`src/rtl/cdb_arbiter.sv`:
```
// cdb_arbiter
//   Round-robin arbiter for the common data bus. Each producer (index 0 = ALU
//   RS, 1 = MUL RS, 2 = load unit) offers a completed result. At most one is
//   granted per cycle, and the winner is broadcast on a registered CDB in the
//   following cycle. A result whose tag is all-ones is consumed but is not
//   broadcast. It raises err_tag for one cycle instead.
//
//   Ports:
//     clk            rising-edge clock
//     rst            asynchronous active-low reset
//     req_valid      per-requester result valid
//     req_tag        per-requester RS tag, slice i = [TAG_W*i +: TAG_W]
//     req_dest       per-requester destination id, slice i = [5*i +: 5]
//     req_data       per-requester data, slice i = [DATA_W*i +: DATA_W]
//     req_ready      one-hot grant (combinational from valid/ptr/stall/flush)
//     cdb_stall      consumer back-pressure, suppresses grants
//     flush          squash, suppresses grants and the next broadcast
//     cdb_valid      broadcast valid pulse
//     cdb_tag        broadcast tag (all-ones when idle)
//     cdb_dest       broadcast destination id (holds when idle)
//     cdb_data       broadcast data (holds when idle)
//     err_tag        pulse: an accepted request carried the all-ones tag
//
//   Optional feature, enabled by defining the macro CDB_PERF_EN:
//     perf_grant_cnt 16-bit saturating accepted-request count per requester
//     perf_wait_cnt  16-bit saturating count of valid-but-not-ready cycles
module cdb_arbiter #(
  parameter int N_REQ  = 3,
  parameter int TAG_W  = 5,
  parameter int DATA_W = 32
) (
  input  logic                    clk,
  input  logic                    rst,
  input  logic [N_REQ-1:0]        req_valid,
  input  logic [TAG_W*N_REQ-1:0]  req_tag,
  input  logic [5*N_REQ-1:0]      req_dest,
  input  logic [DATA_W*N_REQ-1:0] req_data,
  output logic [N_REQ-1:0]        req_ready,
  input  logic                    cdb_stall,
  input  logic                    flush,
  output logic                    cdb_valid,
  output logic [TAG_W-1:0]        cdb_tag,
  output logic [4:0]              cdb_dest,
  output logic [DATA_W-1:0]       cdb_data,
`ifdef CDB_PERF_EN
  output logic [16*N_REQ-1:0]     perf_grant_cnt,
  output logic [16*N_REQ-1:0]     perf_wait_cnt,
`endif
  output logic                    err_tag
);

  localparam int PTR_W = (N_REQ > 1) ? $clog2(N_REQ) : 1;
  localparam logic [TAG_W-1:0] NO_TAG = '1;

  logic [PTR_W-1:0]  rr_ptr;
  logic [PTR_W-1:0]  grant_idx;
  logic [PTR_W-1:0]  rr_next;
  logic              grant_any;
  logic [N_REQ-1:0]  grant;
  logic [TAG_W-1:0]  sel_tag;
  logic [4:0]        sel_dest;
  logic [DATA_W-1:0] sel_data;
  logic              sel_illegal;

  // Rotating priority search starting at rr_ptr. The sum is kept one bit wider
  // than the pointer so the wrap to 0 is an explicit subtract of N_REQ.
  always_comb begin
    logic [PTR_W:0]   sum;
    logic [PTR_W-1:0] cand;
    grant     = '0;
    grant_idx = '0;
    grant_any = 1'b0;
    sum       = '0;
    cand      = '0;
    if (rst && !cdb_stall && !flush) begin
      for (int unsigned k = 0; k < N_REQ; k++) begin
        sum = {1'b0, rr_ptr} + (PTR_W+1)'(k);
        if (sum >= (PTR_W+1)'(N_REQ))
          sum = sum - (PTR_W+1)'(N_REQ);
        cand = sum[PTR_W-1:0];
        if (!grant_any && req_valid[cand]) begin
          grant_any   = 1'b1;
          grant[cand] = 1'b1;
          grant_idx   = cand;
        end
      end
    end
  end

  assign req_ready = grant;

  always_comb begin
    sel_tag     = req_tag[TAG_W*grant_idx +: TAG_W];
    sel_dest    = req_dest[5*grant_idx +: 5];
    sel_data    = req_data[DATA_W*grant_idx +: DATA_W];
    sel_illegal = (sel_tag == NO_TAG);
    rr_next     = (grant_idx == PTR_W'(N_REQ-1)) ? '0 : grant_idx + 1'b1;
  end

  always_ff @(posedge clk or negedge rst) begin
    if (!rst) begin
      rr_ptr    <= '0;
      cdb_valid <= 1'b0;
      cdb_tag   <= NO_TAG;
      cdb_dest  <= '0;
      cdb_data  <= '0;
      err_tag   <= 1'b0;
    end else begin
      cdb_valid <= grant_any && !sel_illegal;
      err_tag   <= grant_any && sel_illegal;
      if (grant_any)
        rr_ptr <= rr_next;
      if (grant_any && !sel_illegal) begin
        cdb_tag  <= sel_tag;
        cdb_dest <= sel_dest;
        cdb_data <= sel_data;
      end else begin
        cdb_tag  <= NO_TAG;
      end
    end
  end

`ifdef CDB_PERF_EN
  logic [15:0] grant_cnt [N_REQ];
  logic [15:0] wait_cnt  [N_REQ];

  always_ff @(posedge clk or negedge rst) begin
    if (!rst) begin
      for (int unsigned i = 0; i < N_REQ; i++) begin
        grant_cnt[i] <= '0;
        wait_cnt[i]  <= '0;
      end
    end else begin
      for (int unsigned i = 0; i < N_REQ; i++) begin
        if (req_valid[i] && grant[i] && grant_cnt[i] != '1)
          grant_cnt[i] <= grant_cnt[i] + 16'd1;
        if (req_valid[i] && !grant[i] && wait_cnt[i] != '1)
          wait_cnt[i] <= wait_cnt[i] + 16'd1;
      end
    end
  end

  always_comb begin
    perf_grant_cnt = '0;
    perf_wait_cnt  = '0;
    for (int unsigned i = 0; i < N_REQ; i++) begin
      perf_grant_cnt[16*i +: 16] = grant_cnt[i];
      perf_wait_cnt[16*i +: 16]  = wait_cnt[i];
    end
  end
`endif

endmodule

```
`config.mk`:
```
export PLATFORM = sky130hd
export DESIGN_NAME = cdb_arbiter
export DESIGN_NICKNAME = d
export VERILOG_FILES = /design/src/rtl/cdb_arbiter.sv
export SDC_FILE = /design/constraint.sdc
export NUM_CORES = 1
export LEC_CHECK = 0
export CAP_MARGIN = 20
export CORE_MARGIN = 4
export CORE_UTILIZATION = 30
export CTS_BUF_LIST = sky130_fd_sc_hd__clkbuf_2 sky130_fd_sc_hd__clkbuf_4 sky130_fd_sc_hd__clkbuf_8
export DETAILED_ROUTE_END_ITERATION = 12
export DONT_BUFFER_PORTS = 1
export HOLD_SLACK_MARGIN = 0.06
export PLACE_DENSITY_LB_ADDON = 0.15
export SKIP_LAST_GASP = 1
export SYNTH_ARGS = -nofsm -noshare
export SYNTH_HDL_FRONTEND = slang
export SYNTH_SLANG_ARGS = --single-unit
export TNS_END_PERCENT = 50
```
`constraint.sdc`:
```
create_clock -name clk -period 2.69 [get_ports clk]
set_clock_uncertainty 0.05 [all_clocks]
set_input_delay 0.538 -clock clk [delete_from_list [all_inputs] [get_ports clk]]
set_output_delay 0.538 -clock clk [all_outputs]
set_load 0.1 [all_outputs]
```
# --- After elaboration in Yosys (flattened, before gate mapping) ---
# Cells that the tools add are included.
word_totals:
  regBits: 46
  latch_bits: 0
  ram_bits: 0
  rom_bits: 0
  out_inout_bits: 47
  mem_count: 0
classes:
  add_sub_neg: 6
  n_mul: 1
  div_mod_pow: 0
  order_cmp: 9
  n_eq_ne: 2
  n_shift: 3
  muxes: 36
  bitwise: 2
  reduce_logical: 14
op_table:
  columns: ["cell", "count"]
  rows:
  - ["variable part select 96 x 8 -> 32 bit", 1]
  - ["variable part select 15 x 6 -> 5 bit", 2]
  - ["two-way mux 2 bit", 11]
  - ["two-way mux 3 bit", 6]
  - ["two-way mux 1 bit", 12]
  - ["logical AND 1 bit", 9]
  - ["< comparator 2 x 3 -> 1 bit, second input constant", 3]
  - ["binary-select mux 1 bit (select 2 bit)", 3]
  - ["demux 1 bit (select 2 bit)", 3]
  - ["greater-or-equal comparator 2 x 1 -> 1 bit, second input constant", 3]
  - ["greater-or-equal comparator 3 x 2 -> 1 bit, second input constant", 2]
  - ["OR 3 bit", 2]
  - ["subtractor 2 bit, second input constant", 3]
  - ["equality test 5 bit, second input constant", 1]
  - ["zero test 1 bit", 5]
  - ["multiplier 3 x 2 -> 5 bit, first input constant", 1]
  - ["two-way mux 5 bit", 1]
  - ["adder 2 x 1 -> 3 bit, second input constant", 1]
  - ["adder 2 x 2 -> 3 bit, second input constant", 1]
  - ["adder 2 x 1 -> 2 bit, second input constant", 1]
  - ["equality test 2 bit, second input constant", 1]
  - ["greater-or-equal comparator 2 bit, second input constant", 1]

# --- Logic depth before layout (Yosys ltp) ---
# Gate-level depths: netlist of the first run.
depth:
  ltp_word: 22
  ltp_mapped: 12

# --- Least setup slack after synthesis of the first run ---
# No wires, ideal clock.
synth_timing:
  path_type: "register to output"
  from: "reg rr_ptr[0]"
  to: "out req_ready[1]"
  arrival_ns: 3.857
  setup_slack_ns: -1.755
  stages_incl_launch_ff: 10
  cell_sequence: "dfrtp_1 -> inv_1 -> ha_1 -> clkbuf_1 -> clkbuf_1 -> mux2i_1 -> a32oi_1 -> o21ai_0 -> a221oi_1 -> nor3_1"
synth_between:
  elab_chain_cells: 15
  word_cells_on_any_way: 51
synth_rtl:
  columns: ["element", "line_no", "text"]
  rows:
  - ["start, declared", "55", "logic [PTR_W-1:0] rr_ptr;"]
  - ["start signal, assigned", "112", "rr_ptr <= rr_next;"]
  - ["branches (longest 13 deep; another with adder 2 x 1 -> 3 bit)", null, null]
  - ["two-way mux 3 bit (*)", "81", "if (!grant_any && req_valid[cand]) begin"]
  - ["two-way mux 3 bit (*)", "75", "if (rst && !cdb_stall && !flush) begin"]
  - ["end, declared", "38", "output logic [N_REQ-1:0] req_ready,"]
# Mark *: on every way between the ends. The select of a mux whose other input is x is not followed.

# --- Worst setup path after layout of the first run ---
layout_timing:
  from: "reg rr_ptr[1]"
  to: "out req_ready[0]"
# Same word-level chain as after synthesis.

==> results of run 1 <==
state kept, by name, summed over array words and instances (netlist names):
signal / count
cdb_dest: 5
cdb_valid: 1
cdb_data: 32
rr_ptr: 2
cdb_tag: 5
err_tag: 1
cells in the final DEF, fill, tap and decap left out, types with 3 or more instances in the layout:
cell type | netlist | final
inv_1 | 123 | 121
a32oi_1 | 44 | 43
buf_4 | 1 | 42
dfrtp_1 | 41 | 40
o221ai_1 | 37 | 37
o32ai_2 | 30 | 30
nor2_1 | 10 | 8
buf_12 | 0 | 8
nand2_1 | 7 | 7
o32ai_1 | 7 | 7
o22ai_1 | 5 | 5
dfstp_2 | 5 | 5
clkbuf_8 | 1 | 5
o21ai_0 | 6 | 4
and3_1 | 3 | 3
nand2b_1 | 3 | 3
nor2_4 | 0 | 3
nand3b_1 | 3 | 3
worst reg2reg max path: stages, from the launching register on:
cell,delay (ns)
dfrtp_2,0.45
ha_4,0.28
buf_4,0.15
buf_4,0.14
and3_1,0.14
or4_4,0.47
o21ai_4,0.22
o221a_2,0.30
clkbuf_16,0.23
o32ai_2,0.09
stage by stage:
| step | instances | TNS, ns |
|---|---|---|
| after floorplan | 423 | -0.178 |
| after global placement | 578 | 0 |
| after detailed placement | 578 | -0.0299 |
| after CTS | 599 | -0.138 |
| after global routing | 606 | -0.945 |
| final | 606 | -0.202 |
final cells by class:
cell class / instances / area share [%]
Clock inverter: 3 / 0.968
Clock buffer: 5 / 1.52
Sequential cell: 46 / 25.6
Antenna cell: 1 / 0.0553
Inverter: 123 / 10.2
Timing Repair Buffer: 54 / 12.1
Tap cell: 168 / 4.65
Multi-Input combinational cell: 206 / 44.8
routing by layer:
layer  vias to the layer above  global-route usage [%]
li1                       1586                       -
met2                       153                    26.2
met4                         0                    5.44
met3                        15                    6.03
met5                         -                       0
met1                      1635                    19.3
cells by family after synthesis:
kind of cell	Yosys count	synth area share, %
DFF	46	30.8
buffers and inverters	171	19.0
muxes	1	0.266
AOI/OAI and AO/OA	152	40.9
and+or+nand+nor	48	7.42
adders and majority gates	5	1.60
worst paths after layout:
path	start	to	slack [ns]	cells past startpoint
worst max register to register	rr_ptr[1]	cdb_data[27]	0.06	9
max in group asynchronous	rst	cdb_tag[3]	1.60	2
worst max-delay path	rr_ptr[1]	req_ready[0]	-0.11	8
worst min-delay path	req_tag[3]	cdb_tag[3]	0.34	2
worst min register to register	rr_ptr[0]	rr_ptr[0]	0.62	3
min in group asynchronous	rst	cdb_data[13]	0.70	2
repair_timing:
action                                  in CTS  in global routing
resized for setup                            7                  7
hold buffers                                 2                  0
hold endpoints to repair                    46                  0
endpoints found under the setup margin      33                 33
pin swaps                                    5                  7
buffers inserted                            11                  5
gates cloned                                 0                  1
power groups by stage:
stage / sequential, uW / clock [uW] / combinational, uW
floorplan: 2990 / 0 / 1580
global placement: 2930 / 0 / 2240
detailed placement: 2930 / 0 / 2280
CTS: 2910 / 568 / 2460
global route: 2940 / 597 / 2770
finish: 2890 / 547 / 2570
==> out/results.ini, run 1 <==
[synthesis]
synth_most_common_cell=inv_1
synthArstFlopShare_pct=100
synthTopCellsByArea=dfrtp_1 (27%), o32ai_2 (13%), inv_1 (12%)
syn_avg_cell_area_um2=8.89
synth_fp_nets=560
ys_seq_area_share_pct=30.8
synth_edf_count=0
synthDistinctLibCells=51
synth_area_mm2=0.00376
synth_cells=423
synthTopCellsByCount=inv_1 (123), a32oi_1 (44), dfrtp_1 (41)
synth_top_area_cell=dfrtp_1
ys_warn_count=0
ys_seq_elements=46
synth_top_area_share_pct=27.3
synth_ff_type=dfrtp_1

[critical_path]
cp_slowest_cell=dfrtp_2
endpoint_kind=primary output
path_max_fanout=7
cp.arrival_ns=2.21
max_stage_delay_ns=0.45
worst-path-buf-inv=2
cp_top_family=compound AO/OA/AOI/OAI gates
cp_cell_sequence=ha_4, and2_4, a32oi_2, o21ai_2, a222oi_1, buf_4, nor2_4, buf_12
cp-start-kind=flip-flop
crit_type=flip-flop to primary output
required_ns=2.10

[detailed_routing]
drc=0
highest_layer=met4
drt-met1-wl_um=5310
wl_met2_um=5860
drt_first_pass_iters=4
met3WireLength_um=1100
drtIter0Drc=115
wl_per_cell_um=20.6
wl_um=12500
ant_nets=0
vias=3389
vias_per_cell=5.59

[run]
drv_cap=0

[sta]
timing.final.ws_setup_ns=-0.112
hold-worst-slack_ns=0.337
period_minus_slack_ns=2.80
hold_viol_final=0
worstMarginPinSlew_ns=0.935
final_max_slew_viol_count=0
setup_viol=2
grt_setup_unrepaired=true
slew_headroom_pct=37.7
finalCritPeriodShare_pct=104
max_freq_ghz=0.357

[floorplan]
die_area_mm2=0.0144
chipWidth_um=120
dieHeight_um=120
initial_utilization_pct=30.9
core_mm2=0.0122
rows=40
io_pins=180

[placement]
gp_congestion=0.802
port_buffers=0
dp_hpwl_um=8800
placed_area_mm2=0.00416
post-place-ws_ns=-0.0111

[clocking]
cts_root_buf=clkbuf_8
clk_pin_slew_ns=0.11
cts.path.max_buffers=2
cts_sinks=46
clk_latency_ns=0.31
tritoncts=built
numCtsBuffers=5
cts_max_level=2

[final_layout]
area_growth_syn_to_layout_pct=20.3
drive_gt1_share_pct=28.4
utilization_pct=37.2
seq_area_mm2=0.00116
multi_input_area_mm2=0.00203
fillers=1233
fin_nets=573
stdcell_area_mm2=0.00452

[grt]
antenna_found_initial=1
first_global_vias=3382
grt_start_max_net_pins=54
grt-ovfl-total=0
grt_pass1_wl_um=18500
grt_use_total_pct=16.0

[power]
p_comb_share_pct=42.7
power.share.sequential_pct=48.2
internal_power_uw=2370
power_density_mw_per_mm2=1330
switching_share_pct=60.6
ir_worst_vdd_mv=0.452
p_leak_uw=0.00196
power_switching_uw=3640
total_power_uw=6010
clkPwrFrac_pct=9.1

[status]
violations=negative setup slack
status=finished, violations left

[hold_path]
hold_class=input pin to flip-flop

(Power assumes the default switching activity.)
==> inputs of run 2 (changes only) <==
--- a/config.mk
+++ b/config.mk
@@ -6,6 +6,8 @@
 export NUM_CORES = 1
 export LEC_CHECK = 0
 export CAP_MARGIN = 20
+export CELL_PAD_IN_SITES_DETAIL_PLACEMENT = 0
+export CELL_PAD_IN_SITES_GLOBAL_PLACEMENT = 2
 export CORE_MARGIN = 4
 export CORE_UTILIZATION = 30
 export CTS_BUF_LIST = sky130_fd_sc_hd__clkbuf_2 sky130_fd_sc_hd__clkbuf_4 sky130_fd_sc_hd__clkbuf_8
==> out/results.ini, run 2 (same netlist as run 1, synthesis figures left out) <==
[clocking]
cts_sinks=46
numCtsBuffers=5
clk_pin_slew_ns=0.10
cts.path.max_buffers=2
clk_latency_ns=0.30
tritoncts=built
cts_max_level=2
cts_root_buf=clkbuf_8

[detailed_routing]
vias=3392
drtIter0Drc=129
vias_per_cell=5.54
wl_um=12500
wl_per_cell_um=20.4
drt_first_pass_iters=4
drc=0
ant_nets=0

[power]
power_switching_uw=3700
p_comb_share_pct=51.6
p_leak_uw=0.00204
ir_worst_vdd_mv=0.415
switching_share_pct=59.3
internal_power_uw=2540
clkPwrFrac_pct=8.7
power.share.sequential_pct=39.8
power_density_mw_per_mm2=1320

[sta]
worstMarginPinSlew_ns=0.950
hold_viol_final=0
fin_tns_setup_ns=-1.44
final_max_slew_viol_count=0
setup_viol=36
hold-worst-slack_ns=0.342
finalCritPeriodShare_pct=103
period_minus_slack_ns=2.78
slew_headroom_pct=36.7
max_freq_ghz=0.360
grt_setup_unrepaired=true
timing.final.ws_setup_ns=-0.0889

[placement]
port_buffers=0
place.detailed.instances=584
gp_congestion=0.750
post-place-ws_ns=0.0206
placed_area_mm2=0.00426
dp_hpwl_um=8920

[critical_path]
required_ns=2.10
path_max_fanout=6
cp.arrival_ns=2.19
cp-start-kind=flip-flop
crit_type=flip-flop to primary output
endpoint_kind=primary output

[final_layout]
final_cell_mix=inv_1 (121), a32oi_1 (42), buf_4 (41)
drive_gt1_share_pct=30.4
largest_register_ff_count=32
stdcell_area_mm2=0.00473
largest_register=cdb_data
area_growth_syn_to_layout_pct=25.9
antenna_cells=0
final_common_cell=inv_1
top_regs=cdb_data: 32 flops, cdb_dest: 5 flops, cdb_tag: 5 flops
fin_nets=580
instances_no_fill=612

[grt]
grt_use_total_pct=16.3
grt_pass1_wl_um=18900
grt-ovfl-total=0
grt_start_max_net_pins=47
first_global_vias=3430
antenna_found_initial=0

[floorplan]
chipWidth_um=120
initial_utilization_pct=30.9
io_pins=180
rows=40
core_mm2=0.0122
dieHeight_um=120
die_area_mm2=0.0144

[run]
drv_cap=0

[status]
status=finished, violations left
violations=negative setup slack

[hold_path]
hold_class=input pin to flip-flop

## run 2: power groups by stage
stage               Clock [uW]  Sequential, uW  Combinational (uW)
floorplan                    0            2990                1580
global placement             0            2500                2810
detailed placement           0            2510                2830
CTS                        562            2490                3020
global route               579            2510                3460
finish                     540            2480                3220
## run 2: worst paths after layout
path                       depth (start not counted)            to  slack (ns)       start
max                                                9  req_ready[0]       -0.09   rr_ptr[0]
max reg2reg                                       10  cdb_data[27]       -0.07   rr_ptr[0]
max in group asynchronous                          2    cdb_tag[4]        1.63         rst
min                                                2    cdb_tag[2]        0.34  req_tag[2]
min in group asynchronous                          2     cdb_valid        0.70         rst
min reg2reg                                        3     rr_ptr[1]        0.71   rr_ptr[1]
## run 2: timing repair
item	4_1_cts	5_1_grt
setup endpoints to repair	28	41
buffers inserted	7	8
cloned	0	3
endpoints found under the hold margin	46	0
gates resized for setup	12	12
hold buffers	2	0
pin swaps	6	4
## run 2: stage by stage
stage	power, uW	util [%]
after global placement	5310	35.1
after global routing	6550	38.9
after detailed placement	5340	35.1
final	6240	38.9
after CTS	6070	37.3
after floorplan	4570	-
## run 2: layout make-up
class	instances	area, um^2
clock buffer	5	68.8
clock inverter	3	43.8
fill	1233	7430
inverter	123	462
multi-input combinational	206	2080
sequential	46	1160
tap	168	210
timing repair buffer	61	707
## run 2: critical path: stages, from the launching register on
cell and delay [ns]:
dfrtp_2 0.45, inv_2 0.09, ha_4 0.23, and2_4 0.14
a32oi_2 0.16, o21ai_2 0.10, a222oi_1 0.32, buf_4 0.18
nor2_4 0.03, buf_12 0.18
## run 2: per-layer routing
layer	vias up	track usage, %	share of wire [%]	routed length (um)
li1	1602	-	-	-
met3	2	5.51	8.4	1050
met1	1661	20.1	42	5240
met4	0	2.15	0.29	36
met2	127	28.3	49	6170
met5	-	0	0	0
